==> config.mk <==
export PLATFORM = sky130hd
export DESIGN_NAME = aes_block_collector_flat
export DESIGN_NICKNAME = d
export VERILOG_FILES = /design/src/rtl/aes_pkg.sv /design/src/rtl/aes_block_collector_if.sv /design/src/rtl/aes_blk_fifo.sv /design/src/rtl/aes_block_collector.sv /design/src/flat_wrapper.sv
export SDC_FILE = /design/constraint.sdc
export NUM_CORES = 1
export LEC_CHECK = 0
export ABC_AREA = 0
export CORE_ASPECT_RATIO = 0.75
export CORE_MARGIN = 10
export CORE_UTILIZATION = 25
export DETAILED_ROUTE_END_ITERATION = 7
export DONT_BUFFER_PORTS = 1
export HOLD_SLACK_MARGIN = 0.03
export PLACE_DENSITY_LB_ADDON = 0.25
export SETUP_SLACK_MARGIN = 0.5
export SLEW_MARGIN = 15
export SYNTH_ARGS = -nofsm -noshare
export SYNTH_HDL_FRONTEND = slang
export SYNTH_SLANG_ARGS = --single-unit
==> constraint.sdc <==
create_clock -name clk -period 18.1 [get_ports clk]
set_clock_uncertainty 0.2 [all_clocks]
set_input_delay 3.62 -clock clk [delete_from_list [all_inputs] [get_ports clk]]
set_output_delay 3.62 -clock clk [all_outputs]
set_load 0.05 [all_outputs]
==> src/rtl/aes_pkg.sv <==
// Shared AES datapath types used by the block collector and its FIFO.
package aes_pkg;
  localparam int AES_BLOCK_W = 128;
  localparam int AES_BYTES   = 16;

  typedef logic [3:0]             aes_byte_idx_t;
  typedef logic [AES_BLOCK_W-1:0] aes_block_t;

  typedef enum logic [1:0] {
    ST_WAIT0,
    ST_COLLECT,
    ST_RESYNC
  } col_state_t;

  // Byte 0 is the MSB of the block.
  function automatic aes_block_t put_byte(aes_block_t blk, aes_byte_idx_t idx, logic [7:0] d);
    aes_block_t r;
    r = blk;
    r[AES_BLOCK_W-1-8*int'(idx) -: 8] = d;
    return r;
  endfunction
endpackage

==> src/rtl/aes_block_collector_if.sv <==
// Byte-in stream plus valid/ready block-out port of the collector.
interface aes_block_collector_if;
  import aes_pkg::*;

  logic          in_valid;
  aes_byte_idx_t in_byte_num;
  logic [7:0]    in_data;
  logic          blk_valid;
  logic          blk_ready;
  aes_block_t    blk_data;

  modport master (
    output in_valid, in_byte_num, in_data, blk_ready,
    input  blk_valid, blk_data
  );

  modport slave (
    input  in_valid, in_byte_num, in_data, blk_ready,
    output blk_valid, blk_data
  );
endinterface

==> src/rtl/aes_blk_fifo.sv <==
// DEPTH-entry synchronous FIFO of 128-bit blocks; head is read straight from storage registers.
module aes_blk_fifo
  import aes_pkg::*;
#(
  parameter int DEPTH = 2
) (
  input  logic       clk,
  input  logic       rst,
  input  logic       push,
  input  aes_block_t push_data,
  input  logic       pop,
  output logic       full,
  output logic       empty,
  output aes_block_t head
);
  localparam int AW = $clog2(DEPTH);

  aes_block_t  mem [DEPTH];
  logic [AW:0] wr_ptr, rd_ptr;
  logic        wr_en, rd_en;

  assign empty = (wr_ptr == rd_ptr);
  assign full  = (wr_ptr[AW] != rd_ptr[AW]) && (wr_ptr[AW-1:0] == rd_ptr[AW-1:0]);
  // A pop frees the head slot this cycle, so a push into a full FIFO may land there.
  assign wr_en = push & (~full | pop);
  assign rd_en = pop & ~empty;
  assign head  = mem[rd_ptr[AW-1:0]];

  always_ff @(posedge clk) begin
    if (!rst) begin
      wr_ptr <= '0;
      rd_ptr <= '0;
      for (int i = 0; i < DEPTH; i++) mem[i] <= '0;
    end else begin
      if (wr_en) begin
        mem[wr_ptr[AW-1:0]] <= push_data;
        wr_ptr              <= wr_ptr + 1'b1;
      end
      if (rd_en) rd_ptr <= rd_ptr + 1'b1;
    end
  end
endmodule

==> src/rtl/aes_block_collector.sv <==
// Reassembles the AES core's byte stream into 128-bit blocks, buffers them and flags order/overflow errors.
module aes_block_collector
  import aes_pkg::*;
#(
  parameter int DEPTH = 2,
  parameter int CNT_W = 16
) (
  input  logic                  clk,
  input  logic                  rst,
  aes_block_collector_if.slave  bus,
  input  logic                  clear_err,
  output logic [CNT_W-1:0]      blk_count,
  output logic                  seq_err,
  output logic                  overflow
);
  col_state_t    state;
  aes_byte_idx_t exp_idx;
  aes_block_t    asm_blk;

  logic       hit_exp, push, pop, full, empty, order_err, ovf_evt;
  aes_block_t push_data, head;

  assign hit_exp   = bus.in_valid && (state == ST_COLLECT) && (bus.in_byte_num == exp_idx);
  // Byte 15 is merged on the fly so the FIFO is written on the edge that samples it.
  assign push      = hit_exp && (exp_idx == 4'hF);
  assign push_data = put_byte(asm_blk, 4'hF, bus.in_data);
  assign pop       = ~empty & bus.blk_ready;
  assign order_err = bus.in_valid &&
                     (((state == ST_WAIT0)   && (bus.in_byte_num != 4'd0)) ||
                      ((state == ST_COLLECT) && (bus.in_byte_num != exp_idx)));
  assign ovf_evt   = push & full & ~pop;

  assign bus.blk_valid = ~empty;
  assign bus.blk_data  = head;

  aes_blk_fifo #(.DEPTH(DEPTH)) u_fifo (
    .clk       (clk),
    .rst       (rst),
    .push      (push),
    .push_data (push_data),
    .pop       (pop),
    .full      (full),
    .empty     (empty),
    .head      (head)
  );

  always_ff @(posedge clk) begin
    if (!rst) begin
      state     <= ST_WAIT0;
      exp_idx   <= '0;
      asm_blk   <= '0;
      blk_count <= '0;
      seq_err   <= 1'b0;
      overflow  <= 1'b0;
    end else begin
      if (pop) blk_count <= blk_count + 1'b1;
      // A new error in the same cycle as clear_err keeps the flag set.
      seq_err  <= order_err | (seq_err  & ~clear_err);
      overflow <= ovf_evt   | (overflow & ~clear_err);

      if (bus.in_valid) begin
        case (state)
          ST_WAIT0, ST_RESYNC: begin
            if (bus.in_byte_num == 4'd0) begin
              asm_blk <= put_byte('0, 4'd0, bus.in_data);
              exp_idx <= 4'd1;
              state   <= ST_COLLECT;
            end else if (state == ST_WAIT0) begin
              state <= ST_RESYNC;
            end
          end
          ST_COLLECT: begin
            if (hit_exp) begin
              asm_blk <= put_byte(asm_blk, bus.in_byte_num, bus.in_data);
              if (exp_idx == 4'hF) begin
                exp_idx <= '0;
                state   <= ST_WAIT0;
              end else begin
                exp_idx <= exp_idx + 4'd1;
              end
            end else if (bus.in_byte_num == 4'd0) begin
              asm_blk <= put_byte('0, 4'd0, bus.in_data);
              exp_idx <= 4'd1;
            end else begin
              exp_idx <= '0;
              state   <= ST_RESYNC;
            end
          end
          default: begin
            exp_idx <= '0;
            state   <= ST_WAIT0;
          end
        endcase
      end
    end
  end
endmodule

==> src/flat_wrapper.sv <==
// flat-port wrapper written by rule: the top's interface ports become plain ports
module aes_block_collector_flat import aes_pkg::*;
#(
  parameter int DEPTH = 2,
  parameter int CNT_W = 16
)
  (clk, rst, clear_err, blk_count, seq_err, overflow, bus_in_valid, bus_in_byte_num, bus_in_data, bus_blk_ready, bus_blk_valid, bus_blk_data);
  aes_block_collector_if bus_i ();
  input  logic clk;
  input  logic rst;
  input  logic clear_err;
  output logic [CNT_W-1:0] blk_count;
  output logic seq_err;
  output logic overflow;
  input wire logic [$bits(bus_i.in_valid)-1:0] bus_in_valid;
  input wire logic [$bits(bus_i.in_byte_num)-1:0] bus_in_byte_num;
  input wire logic [$bits(bus_i.in_data)-1:0] bus_in_data;
  input wire logic [$bits(bus_i.blk_ready)-1:0] bus_blk_ready;
  output wire logic [$bits(bus_i.blk_valid)-1:0] bus_blk_valid;
  output wire logic [$bits(bus_i.blk_data)-1:0] bus_blk_data;
  assign bus_i.in_valid = bus_in_valid;
  assign bus_i.in_byte_num = bus_in_byte_num;
  assign bus_i.in_data = bus_in_data;
  assign bus_i.blk_ready = bus_blk_ready;
  assign bus_blk_valid = bus_i.blk_valid;
  assign bus_blk_data = bus_i.blk_data;
  aes_block_collector #(.DEPTH(DEPTH), .CNT_W(CNT_W)) u_core (.clk(clk), .rst(rst), .bus(bus_i), .clear_err(clear_err), .blk_count(blk_count), .seq_err(seq_err), .overflow(overflow));
endmodule
**Word-level counts from Yosys, hierarchy flattened**

Memory sizes are Yosys's and may differ from the RTL's. A register that Yosys moved wholly into a read port is not among the register bits.
Cells that the tools add are included.

- Bits in registers: 156
- Memory bits (writable): 256
- Input bits: 17
- Output and inout port bits: 147
- Word-level logic and storage cells: 84
- Memories: 1

Memories:

| name | words | bits a word | rd ports | clocked after memory_dff | write ports | line | RTL |
|---|---|---|---|---|---|---|---|
| u_core.u_fifo.mem | 2 | 128 | 1 | 1 | 2 | aes_blk_fifo.sv:18 | `aes_block_t mem [DEPTH];` |

- Add/sub/neg operators: 6
- Equal/unequal tests: 12
- Shift-type cells: 2
- Multiplexer cells: 24
- Bitwise logic cells: 14
- Reduce and logical (&&, ||, !) cells: 17

Operators by type and width:

| operator | count |
|---|---|
| 2-to-1 mux 128 bit | 3 |
| case mux 128 bit (2 select lines) | 1 |
| variable shift 8 x 33 -> 135 bit, first input constant | 1 |
| indexed part select 8 x 33 -> 135 bit | 1 |
| bitwise mux 128 bit | 1 |
| OR reduction 128 bit | 1 |
| negation 32 -> 33 bit | 1 |
| adder 16 x 1 -> 16 bit, second input constant | 1 |
| 2-to-1 mux 4 bit | 3 |
| 2-to-1 mux 2 bit | 5 |
| 2-to-1 mux 1 bit | 9 |
| case mux 4 bit (2 select lines) | 1 |
| subtractor 7 x 7 -> 8 bit, first input constant | 1 |
| bitwise AND 1 bit | 7 |
| logical AND 1 bit | 7 |
| adder 2 x 1 -> 2 bit, second input constant | 2 |
| adder 4 x 1 -> 4 bit, second input constant | 1 |
| equality test 4 bit | 1 |
| equality test 4 bit, second input constant | 1 |
| zero test 4 bit | 1 |
| inequality test 4 bit | 1 |
| inverter 1 bit | 4 |
| case mux 2 bit (2 select lines) | 1 |
| AND reduction 2 bit | 2 |
| other kinds (16) | 18 |

**Depth between registers and ports, before layout**

- Depth in word-level cells: 10
- Gate-level depth with buffers: 9
- Depth with buffers taken out: 6

**By module**

Synthesis repeated with hierarchy kept, for this count alone.

- Cells, all modules: 1372
- Area, all modules: 16708.5 µm²

By module, submodules not included:

| module | instances | cells each | area an instance (µm²) |
|---|---|---|---|
| aes_blk_fifo | 1 | 864 | 11133.2 |
| aes_block_collector | 1 | 508 | 5575.3 |

**Worst setup path after synthesis**

Ideal clock, no wire load.

- Kind: input port to flip-flop
- Start point: in bus_in_byte_num[2]
- End point: mem u_core.u_fifo.mem[0][0] (netlist bit), enable pin
- Library setup time: 0.792 ns
- Data arrival time: 13.425 ns
- Data required time: 17.108 ns
- Setup slack: 3.683 ns
- Stages on the path: 6
- Path buffers: 2
- Cells stage by stage: buf_2 xnor2_2 and4_1 buf_4 nand4_4 o21ai_0

RTL lines:

| item | line | RTL |
|---|---|---|
| from (decl) | flat_wrapper.sv:16 | `input wire logic [$bits(bus_i.in_byte_num)-1:0] bus_in_byte_num;` |
| to (decl) | aes_blk_fifo.sv:18 |  |

==> key figures <==
Power
  – P_sw: 0.490 mW
  – Clock power frac: 44.9%
  – Combinational Power Share: 5.8%
  – Sw frac: a little under a quarter
  – Maximum VDD drop: approximately 0.055 mV
  – P per Cell Area: 103 nW/um^2
  – P_int: 1.57 mW
  – P_leak: 6.40 nW
  – Flop pwr share: 49.3%

Global routing
  – First-pass GRT wire length: 75.7 mm
  – Initial antenna violation count: 0
  – Vias in the first global route: 10.7k
  – GR Util All Layers: 12.2%
  – Largest net degree at the start of global routing: just over 90
  – GRT overflow: 0

Placement
  – Placer Congestion: roughly 0.8
  – Hpwl dp: 32.7 mm
  – Placed Cells: about 2.3k
  – IO buf count: 0

Clock tree
  – Hold-fix buffers, CTS: 0
  – Reg clk slew, reported paths: 60 ps
  – Post-CTS Setup Repair Bufs: 0
  – Clk root buf: clkbuf_16
  – Clk sinks: 405
  – CTS resizes: 0
  – TritonCTS Buffers: 45
  – CTS tree: done
  – Clk buf depth: 3
  – CTS H-Tree Depth: 2
  – Clk_lat worst skew: about 570 ps

Finish
  – Non-Filler Instances: ~2.4k
  – Finished Core Util: approximately 28%
  – Final nets: 1410
  – Share of layout cells above drive strength 1: 17.2%
  – Layout area overhead: 13.2%

Yosys
  – Mapped Cells: 1437
  – Share of flip-flops with an asynchronous set or reset: 0%
  – Post-synth top flop: edfxtp_1
  – Yosys cell types: 66
  – Post-synthesis sequential area ratio: 60.6%
  – Synth warn: 0
  – Post-synth EDFFs: approximately 260
  – Number of synthesized register bits: about 410
  – Syn Area/Cell: 12.3 um^2
  – Mapped Nets: 1456
  – Post-Syn Area: ~18000 um^2

Routing
  – Vias per cell: 4.67
  – Routed length per instance: ~22 um
  – Final antenna-violating net count: 0
  – Vias: 11.1k
  – Total wire length: 51.6 mm
  – Remaining DRCs: 0
  – DR iter-0 viols: 833
  – DRT Pass-1 Iters: 5

Worst setup path
  – Critical path fanouts, max: 46
  – Cell mode on critical path: buf_4
  – CP endpoint kind: primary output
  – Reg2Reg Depth: 6
  – Kind of critical path: reg -> out
  – Worst r2r src: u_core.u_fifo.wr_ptr[0]$_SDFFE_PN0P_
  – RR Endpoint: u_core.u_fifo.mem[1][10]$_SDFFCE_PN0P_
  – R2r setup slk: 14030 ps
  – Worst Path Required: 14280 ps
  – Cells along the critical path: buf_4 -> buf_4 -> mux2_2
  – Critical Path Start Type: flop
  – CP Capture Point: bus_blk_data[73]
  – Arr. time, crit path: 3350 ps
  – Slowest cell on the critical path: dfxtp_4
  – Max incr delay on CP: between 800 and 900 ps

STA
  – Fmax: ~0.14 GHz
  – Setup TNS: 0 ps
  – Hold Slack: roughly 260 ps
  – Min Tclk post-route: 7170 ps
  – Final Max Slew Viols: 0
  – Unrepaired setup endpoints after global routing: false
  – Final Cycle Share: 39.6%
  – Worst-Margin Slew: 1140 ps
  – Slew margin rel.: 24.2%
  – Hold Fails Final Rpt: 0
  – # setup viols final: 0

Hold path
  – Hold WC Path Type: reg -> reg

Outcome
  – Status: completed

Floorplan
  – Row cnt: 84
  – Chip Width: 327 um
  – Die H: 250 um
  – Initial Util: about a quarter
  – Die area: 81600 um^2
  – Core ar.: approximately 70000 um^2
  – IO Count: 164

Job
  – Number of max-cap violations: 0
==> worst max-delay path, delay by kind of cell (launching register included) <==
kind,cells,cell delay [ps]
flops,1,810
mux,1,580
buf+inv,2,1280
==> cell usage after synthesis (all sizes together) (17+ instances only) <==
cell	number	share of area, %
dfxtp	149	17
clkbuf	70	1.6
a21oi	22	0.63
xnor2	17	0.89
nand2	89	1.9
a311oi	50	2.5
nand3	67	1.9
buf	44	1.6
o2bb2ai	17	0.85
nor3	23	0.80
o21ai	27	0.79
a31oi	56	2.0
mux2	128	8.2
edfxtp	256	44
and2	253	9.0
nor2	39	0.89
==> metrics by stage <==
step           area, um^2  total power, mW  setup slack [ps]
6_report            19900             2.06             10930
5_1_grt             19900             2.14             10700
4_1_cts             19900             2.09             10800
3_5_place_dp        18500             1.16             10860
3_3_place_gp        18500             1.16             10840
2_1_floorplan       17600             1.14              3680
==> logic make-up after synthesis <==
group | count (synthesis) | share of synthesized area (%)
flops | 405 | 60.6
fa+ha+maj | 2 | 0.142
simple gates | 518 | 16.5
xor+xnor | 24 | 1.24
mux | 130 | 8.30
compound gates | 228 | 9.80
buf+inv | 130 | 3.45
==> flip-flops by register name (all words and copies together) (netlist names), named ones only <==
| signal | cells |
|---|---|
| u_core.u_fifo.rd_ptr | 2 |
| u_core.asm_blk | 120 |
| u_core.state | 2 |
| u_core.exp_idx | 4 |
| u_core.blk_count | 16 |
| u_core.u_fifo.wr_ptr | 2 |
| u_core.overflow | 1 |
| u_core.u_fifo.mem | 256 |
| u_core.seq_err | 1 |
==> power groups by stage <==
stage | logic [mW] | clock network (mW) | registers [mW]
3_5_place_dp | 0.123 | 0 | 1.04
4_1_cts | 0.123 | 0.952 | 1.02
2_1_floorplan | 0.101 | 0 | 1.04
6_report | 0.120 | 0.927 | 1.02
3_3_place_gp | 0.123 | 0 | 1.04
5_1_grt | 0.127 | 0.993 | 1.02
==> worst min-delay path by stage <==
stage / cells after the start / from / endpoint
after floorplan: 2 / u_core.asm_blk[103]$_SDFFE_PN0P_ / u_core.asm_blk[103]$_SDFFE_PN0P_
after detailed placement: 1 / u_core.asm_blk[63]$_SDFFE_PN0P_ / u_core.asm_blk[63]$_SDFFE_PN0P_
final: 2 / u_core.asm_blk[124]$_SDFFE_PN0P_ / u_core.asm_blk[124]$_SDFFE_PN0P_
after global routing: 2 / u_core.asm_blk[122]$_SDFFE_PN0P_ / u_core.asm_blk[122]$_SDFFE_PN0P_
after CTS: 2 / u_core.asm_blk[124]$_SDFFE_PN0P_ / u_core.asm_blk[124]$_SDFFE_PN0P_
after global placement: 2 / u_core.asm_blk[122]$_SDFFE_PN0P_ / u_core.asm_blk[122]$_SDFFE_PN0P_
==> placed cells by master, fill, tap and decap left out, types with 3 or more instances in the layout <==
cell type / count
a21oi_1: 22
a22o_1: 16
a311oi_1: 50
a31oi_1: 56
and2_1: 253
and3_1: 4
and4_1: 4
buf_4: 21
bufinv_16: 3
clkbuf_1: 13
clkbuf_16: 46
clkbuf_8: 9
clkinv_1: 3
clkinv_2: 6
dfxtp_1: 148
edfxtp_1: 256
inv_1: 14
mux2_2: 128
nand2_1: 87
nand3_1: 67
nand4_1: 4
nor2_1: 37
nor2b_1: 4
nor3_1: 18
nor3_2: 3
nor4_1: 14
o21ai_0: 23
o221ai_1: 7
o22a_1: 7
o22ai_1: 7
o2bb2ai_1: 17
o31ai_4: 3
or3_1: 4
xnor2_1: 16
xor2_1: 7
==> per-layer routing <==
layer / vias up / wire length (um) / global-route usage (%)
li1: 5202 / - / -
met1: 5492 / 24000 / 16.9
met2: 330 / 21600 / 17.6
met3: 72 / 4870 / 4.62
met4: 0 / 1050 / 3.13
met5: - / 0 / 0
==> area by class of cell <==
cell class                 count  area (um^2)
inverter                      16         60.1
fill                        7196        50100
sequential                   405        10700
antenna                        1         2.50
clock buffer                  68         1320
tap                          946         1180
timing repair buffer          21          158
multi-input combinational    902         6380
clock inverter                15          164
Power figures use the tool's default switching activity.
